File: src/rtl/datapath_pkg.sv
// Shared opcode constants and the flag bundle
// for the parameterised two-stage datapath.
package datapath_pkg;

    localparam logic [3:0] OP_ADD    = 4'd0;
    localparam logic [3:0] OP_SUB    = 4'd1;
    localparam logic [3:0] OP_AND    = 4'd2;
    localparam logic [3:0] OP_OR     = 4'd3;
    localparam logic [3:0] OP_XOR    = 4'd4;
    localparam logic [3:0] OP_SHL    = 4'd5;
    localparam logic [3:0] OP_SHR    = 4'd6;
    localparam logic [3:0] OP_PASS_B = 4'd7;
    localparam logic [3:0] OP_CMP    = 4'd8;

    localparam int NUM_OPS = 9;

    typedef struct packed {
        logic sign;
        logic zero;
        logic ovf;
    } flags_t;

endpackage

File: src/rtl/datapath_alu.sv
// Combinational ALU: wrapping arithmetic, logic ops
// and shifts; flags shifts out of range and unknown opcodes.
module datapath_alu
    import datapath_pkg::*;
#(
    parameter int DATA_W = 16
) (
    input  logic [3:0]        op,
    input  logic [DATA_W-1:0] a,
    input  logic [DATA_W-1:0] b,
    output logic [DATA_W-1:0] result,
    output logic              ovf,
    output logic              err
);

    localparam logic [DATA_W-1:0] SHIFT_LIM = DATA_W'(DATA_W);

    logic [DATA_W-1:0] sum;
    logic [DATA_W-1:0] diff;
    logic              add_ovf;
    logic              sub_ovf;
    logic              shift_bad;

    assign sum       = a + b;
    assign diff      = a - b;
    assign add_ovf   = (a[DATA_W-1] == b[DATA_W-1]) &&
                       (sum[DATA_W-1] != a[DATA_W-1]);
    assign sub_ovf   = (a[DATA_W-1] != b[DATA_W-1]) &&
                       (diff[DATA_W-1] != a[DATA_W-1]);
    assign shift_bad = (b >= SHIFT_LIM);

    // Opcode decode; anything not listed is an error with result 0
    always_comb begin
        result = '0;
        ovf    = 1'b0;
        err    = 1'b0;
        case (op)
            OP_ADD: begin
                result = sum;
                ovf    = add_ovf;
            end
            OP_SUB, OP_CMP: begin
                result = diff;
                ovf    = sub_ovf;
            end
            OP_AND:    result = a & b;
            OP_OR:     result = a | b;
            OP_XOR:    result = a ^ b;
            OP_SHL: begin
                if (shift_bad) err = 1'b1;
                else           result = a << b;
            end
            OP_SHR: begin
                if (shift_bad) err = 1'b1;
                else           result = a >> b;
            end
            OP_PASS_B: result = b;
            default:   err = 1'b1;
        endcase
    end

endmodule

File: src/rtl/param_datapath.sv
// Register file + execute/writeback pipeline around datapath_alu.
// Define DATAPATH_FORWARD_EN to forward WB instead of stalling.
module param_datapath
    import datapath_pkg::*;
#(
    parameter int DATA_W = 16,
    parameter int NREGS  = 16,
    localparam int SEL_W = $clog2(NREGS)
) (
    input  logic                    clock,
    input  logic                    reset,
    input  logic                    op_valid,
    output logic                    op_ready,
    input  logic [3:0]              alu_op,
    input  logic [SEL_W-1:0]        a_sel,
    input  logic [SEL_W-1:0]        b_sel,
    input  logic [SEL_W-1:0]        dest_sel,
    input  logic                    a_src,
    input  logic                    b_src,
    input  logic [DATA_W-1:0]       a_imm,
    input  logic [DATA_W-1:0]       b_imm,
    input  logic                    dest_we,
    input  logic                    pc_increment,
    input  logic                    error_clear,
    output logic [DATA_W-1:0]       result,
    output logic                    result_valid,
    output logic                    sign_flag,
    output logic                    zero_flag,
    output logic                    overflow_flag,
    output logic                    error_flag,
    output logic [NREGS*DATA_W-1:0] registers
);

    logic [DATA_W-1:0] regs [NREGS];

    logic              wb_valid;
    logic              wb_we;
    logic [SEL_W-1:0]  wb_dest;
    logic [DATA_W-1:0] wb_result;
    flags_t            wb_flags;
    logic              err_q;

    logic              hazard_a;
    logic              hazard_b;
    logic              wb_write;
    logic              accept;
    logic [DATA_W-1:0] a_reg;
    logic [DATA_W-1:0] b_reg;
    logic [DATA_W-1:0] a_opnd;
    logic [DATA_W-1:0] b_opnd;
    logic [DATA_W-1:0] alu_res;
    logic              alu_ovf;
    logic              alu_err;
    logic              alu_we;

    assign wb_write = wb_valid && wb_we;
    assign hazard_a = !a_src && wb_write && (a_sel == wb_dest);
    assign hazard_b = !b_src && wb_write && (b_sel == wb_dest);

`ifdef DATAPATH_FORWARD_EN
    assign op_ready = 1'b1;
    assign a_reg    = hazard_a ? wb_result : regs[a_sel];
    assign b_reg    = hazard_b ? wb_result : regs[b_sel];
`else
    assign op_ready = !(op_valid && (hazard_a || hazard_b));
    assign a_reg    = regs[a_sel];
    assign b_reg    = regs[b_sel];
`endif

    assign accept = op_valid && op_ready;
    assign a_opnd = a_src ? a_imm : a_reg;
    assign b_opnd = b_src ? b_imm : b_reg;

    datapath_alu #(
        .DATA_W (DATA_W)
    ) u_alu (
        .op     (alu_op),
        .a      (a_opnd),
        .b      (b_opnd),
        .result (alu_res),
        .ovf    (alu_ovf),
        .err    (alu_err)
    );

    assign alu_we = dest_we && !alu_err && (alu_op != OP_CMP);

    // WB stage: latch result and flags only for accepted operations
    always_ff @(posedge clock) begin
        if (reset) begin
            wb_valid  <= 1'b0;
            wb_we     <= 1'b0;
            wb_dest   <= '0;
            wb_result <= '0;
            wb_flags  <= '0;
            err_q     <= 1'b0;
        end else begin
            wb_valid <= accept;
            err_q    <= (err_q && !error_clear) || (accept && alu_err);
            if (accept) begin
                wb_we         <= alu_we;
                wb_dest       <= dest_sel;
                wb_result     <= alu_res;
                wb_flags.sign <= alu_res[DATA_W-1];
                wb_flags.zero <= (alu_res == '0);
                wb_flags.ovf  <= alu_ovf;
            end
        end
    end

    // Register file: writeback beats the PC increment on register 0
    always_ff @(posedge clock) begin
        if (reset) begin
            for (int i = 0; i < NREGS; i++) regs[i] <= '0;
        end else begin
            for (int i = 0; i < NREGS; i++) begin
                if (wb_write && (wb_dest == SEL_W'(i)))
                    regs[i] <= wb_result;
                else if (i == 0 && pc_increment)
                    regs[i] <= regs[i] + DATA_W'(1);
            end
        end
    end

    // Flattened register view
    always_comb begin
        registers = '0;
        for (int i = 0; i < NREGS; i++)
            registers[i*DATA_W +: DATA_W] = regs[i];
    end

    assign result        = wb_result;
    assign result_valid  = wb_valid;
    assign sign_flag     = wb_flags.sign;
    assign zero_flag     = wb_flags.zero;
    assign overflow_flag = wb_flags.ovf;
    assign error_flag    = err_q;

endmodule

File: config.mk
export PLATFORM = sky130hd
export DESIGN_NAME = param_datapath
export DESIGN_NICKNAME = d
export VERILOG_FILES = /design/src/rtl/datapath_pkg.sv /design/src/rtl/datapath_alu.sv /design/src/rtl/param_datapath.sv
export SDC_FILE = /design/constraint.sdc
export NUM_CORES = 1
export LEC_CHECK = 0
export BUFFER_PORTS_ARGS = -buffer_cell sky130_fd_sc_hd__buf_2
export CAP_MARGIN = 20
export CORE_MARGIN = 10
export CORE_UTILIZATION = 40
export DETAILED_ROUTE_END_ITERATION = 16
export HOLD_SLACK_MARGIN = 0.02
export PLACE_DENSITY = 0.67
export REMOVE_ABC_BUFFERS = 1
export SLEW_MARGIN = 20
export SYNTH_ARGS = -nofsm -noshare
export SYNTH_HDL_FRONTEND = slang
export SYNTH_SLANG_ARGS = --single-unit
File: constraint.sdc
create_clock -name clock -period 8.4 [get_ports clock]
set_input_delay 1.26 -clock clock [delete_from_list [all_inputs] [get_ports clock]]
set_output_delay 1.26 -clock clock [all_outputs]
set_load 0.1 [all_outputs]
==> results.ini <==
[outcome]
outcome=finished clean

[setup_path]
critPathRequiredTime_ps=8900
crit_path_start_kind=primary input
critical_path.endpoint_type=flip-flop
timing.critical_path.slowest_stage_cell=mux2i_1
cpLargestDelayFamily=multiplexers
start_to_end_type_of_the_worst_setup_path=primary input to flip-flop
cp_slowest_stage_delay_ps=770
critPathBufInv=2
crit_path_max_fanout=23
crit_path_cell_trace=buf_2, buf_4, mux2_2, nand2_1, o21ai_0, mux4_2, mux2i_1, ha_1, or4_1, o2111ai_1, a41oi_1, xor2_1, a22oi_1, nand3_1, a21oi_1, nand4_1, o32ai_2
arrival_ps=6880

[worst_hold_path]
hold_path.class=flip-flop to flip-flop

[floorplan]
num_rows=80
top_level_ports=334
die_width_um=239
die_area_sq_um=57000
effective_utilization_at_floorplan_pct=40.3
fp.coreArea_sq_um=47500
die_y_um=239

[run]
maxCapViolCount=0

[detailed_routing]
drc_errors=0
drt_iter0_markers=2894
viasPerCell=6.74
drtPass1Iterations=7
wire_per_inst_um=33.9
num_vias=18000
ant_nets=0
postRouteWirelength_um=90300

[sta]
slew_headroom_pct=22.5
final_max_slew_viol_count=0
setup_viol_count_final=0
setup-tns-final_ps=0
rsz_0062_raised_after_global_routing=false
timing.final.hold_violations=0
finClkSkew_ps=32.6
layout_min_cycle_time_ps=6380
hold_slack_ps=517
timing.final.crit_share_pct=76.0
max_freq_ghz=0.157
worst-slew-pin-transition_ps=1160

[yosys]
synth.yosys.seq_area_share_pct=42.8
synth-main-ff-cell=edfxtp_1
netlist_instances=1749
yosys_register_bits=281
synth_async_sr_flop_share_pct=0
synth-warning-count=0
post_synth_instance_area_sq_um=19100
post_synth_num_cell_types=102
synth_edf_count=256
synthesis.area_per_instance_sq_um=10.9

[placed_design]
place_congestion=1.06
hpwlAfterDp_um=68400
place.port_buffers=333

[clocking]
ctsHtreeMaxLevel=1
cts.root.buffer_cell=clkbuf_16
cts_tree=done
clock_sink_count=281
clock_latency_ps=590
cts.hold.buffers_added=0
post-cts-setup-buffer-count=0
worst_setup_hold_path_clk_slew_ps=60
clock_tree.buffer_depth=3
numCtsBuffers=29
cts.repair.resized=0

[global_route]
grt_max_degree=71
antenna_violations_before_repair=1
grt_usage_pct=30.6
grt_first_pass_wirelength_um=128000
grt_pass1_vias=17400
globalRoute.totalOverflow=0

[finish]
finalNetCount=2133
layout.cells.most_common_list=331 x buf_2, 256 x edfxtp_1, 242 x nor2_1
post_route_cells_drive_above_1_share_pct=28.8
synthToLayoutAreaGrowth_pct=16.0
n_fill_cell=4378
leading_cell_type_in_the_layout_fill_and_taps_excluded=buf_2

[power]
pwr_density_cell_nw_per_um2=203
max-vdd-ir-drop_uv=194
cellLeakagePower_nw=9.00
total_design_power_mw=4.50

synthesized netlist by cell type, types with 6 or more instances:
| master | instances | area [sq um] |
|---|---|---|
| nor3b_1 | 8 | 60.1 |
| a31oi_1 | 8 | 50.1 |
| a21o_1 | 9 | 67.6 |
| nand4_1 | 14 | 87.6 |
| o21ai_1 | 7 | 35.0 |
| nand3_1 | 41 | 205 |
| a211oi_1 | 23 | 173 |
| o21ai_0 | 54 | 270 |
| a221o_1 | 6 | 60.1 |
| mux4_2 | 93 | 2090 |
| o22ai_1 | 15 | 93.8 |
| mux2_2 | 24 | 270 |
| and3_1 | 11 | 68.8 |
| o21a_1 | 10 | 75.1 |
| buf_6 | 16 | 180 |
| o211ai_1 | 26 | 195 |
| dfxtp_1 | 25 | 500 |
| edfxtp_1 | 256 | 7690 |
| nor2b_1 | 17 | 106 |
| nor2_1 | 242 | 908 |
| and2_1 | 12 | 75.1 |
| a22oi_1 | 41 | 308 |
| xor2_1 | 16 | 140 |
| nor3_1 | 28 | 140 |
| a32oi_1 | 8 | 70.1 |
| nand2_1 | 99 | 372 |
| a21oi_1 | 72 | 360 |
| o21bai_1 | 8 | 60.1 |
| nand2b_1 | 37 | 231 |
| clkbuf_1 | 81 | 304 |
| o221ai_1 | 6 | 52.6 |
| xnor2_1 | 17 | 149 |
| mux2i_1 | 106 | 1060 |
| a221oi_1 | 17 | 149 |
| buf_4 | 14 | 105 |
| nor4_1 | 9 | 56.3 |
| ha_1 | 48 | 601 |
| mux4_1 | 6 | 158 |
| inv_1 | 69 | 259 |
| buf_2 | 22 | 110 |
power by group:
group	internal (mW)	leakage, nW	switching (mW)
sequential	1.60	2.88	0.0938
combinational	0.377	5.68	1.14
clock	0.700	0.444	0.592
cell type report:
cell class                      count  area [sq um]  share of cell area, %
Antenna cell                        1          2.50                 0.0113
Clock buffer                       33           741                   3.34
Clock inverter                     21           174                  0.784
Inverter                           75           282                   1.27
Multi-Input combinational cell   1254          9970                   44.9
Sequential cell                   281          8190                   36.9
Tap cell                          615           769                   3.47
Timing Repair Buffer              386          2070                   9.32
kinds of logic after synthesis:
logic type	Yosys count	synth area share [%]
simple gates	552	13.5
compound gates	387	14.6
flops	281	42.8
mux	231	18.9
buf+inv	214	5.33
fa+ha+maj	51	3.40
xor+xnor	33	1.51
through the flow:
stage	worst slack (ps)	util, %	instance area [sq um]	cells
3_3_place_gp	1710	44.7	21300	2611
6_report	2020	46.7	22200	2666
4_1_cts	2280	46.7	22200	2665
2_1_floorplan	2330	-	18400	1610
5_1_grt	1770	46.7	22200	2665
3_5_place_dp	1670	44.7	21300	2611
final timing paths:
| kind | end | slack (ps) | depth (start not counted) | from |
|---|---|---|---|---|
| worst max register to register | zero_flag | 3130 | 13 | regs[0][7] |
| worst min register to register | overflow_flag | 520 | 2 | overflow_flag |
| worst max-delay path | zero_flag | 2020 | 17 | b_sel[3] |
| worst min-delay path | overflow_flag | 520 | 2 | overflow_flag |
sequential cells by signal (all words and copies together) (netlist names):
register and cells:
error_flag 1, regs 256, result 16, result_valid 1, zero_flag 1, wb_we 1
wb_dest 4, overflow_flag 1
layer usage:
layer  GRT usage, %  wire length, um  up-vias
met5              0               13        -
met4           15.6             5440        2
met3           7.84            11700      284
met2           47.9            40600     1537
met1           38.5            32600     8898
li1               -                -     7243
worst register-to-register path: cells and delay by family, from the launching register on:
family / cells / cell delay [ps]
AO/OA/AOI/OAI: 5 / 1320
XOR/XNOR: 1 / 200
adder cells (fa/ha/maj): 1 / 510
flip-flops: 1 / 530
multiplexers: 3 / 1770
AND/OR/NAND/NOR: 3 / 860
Note: power is estimated with default switching activity, not from simulation.
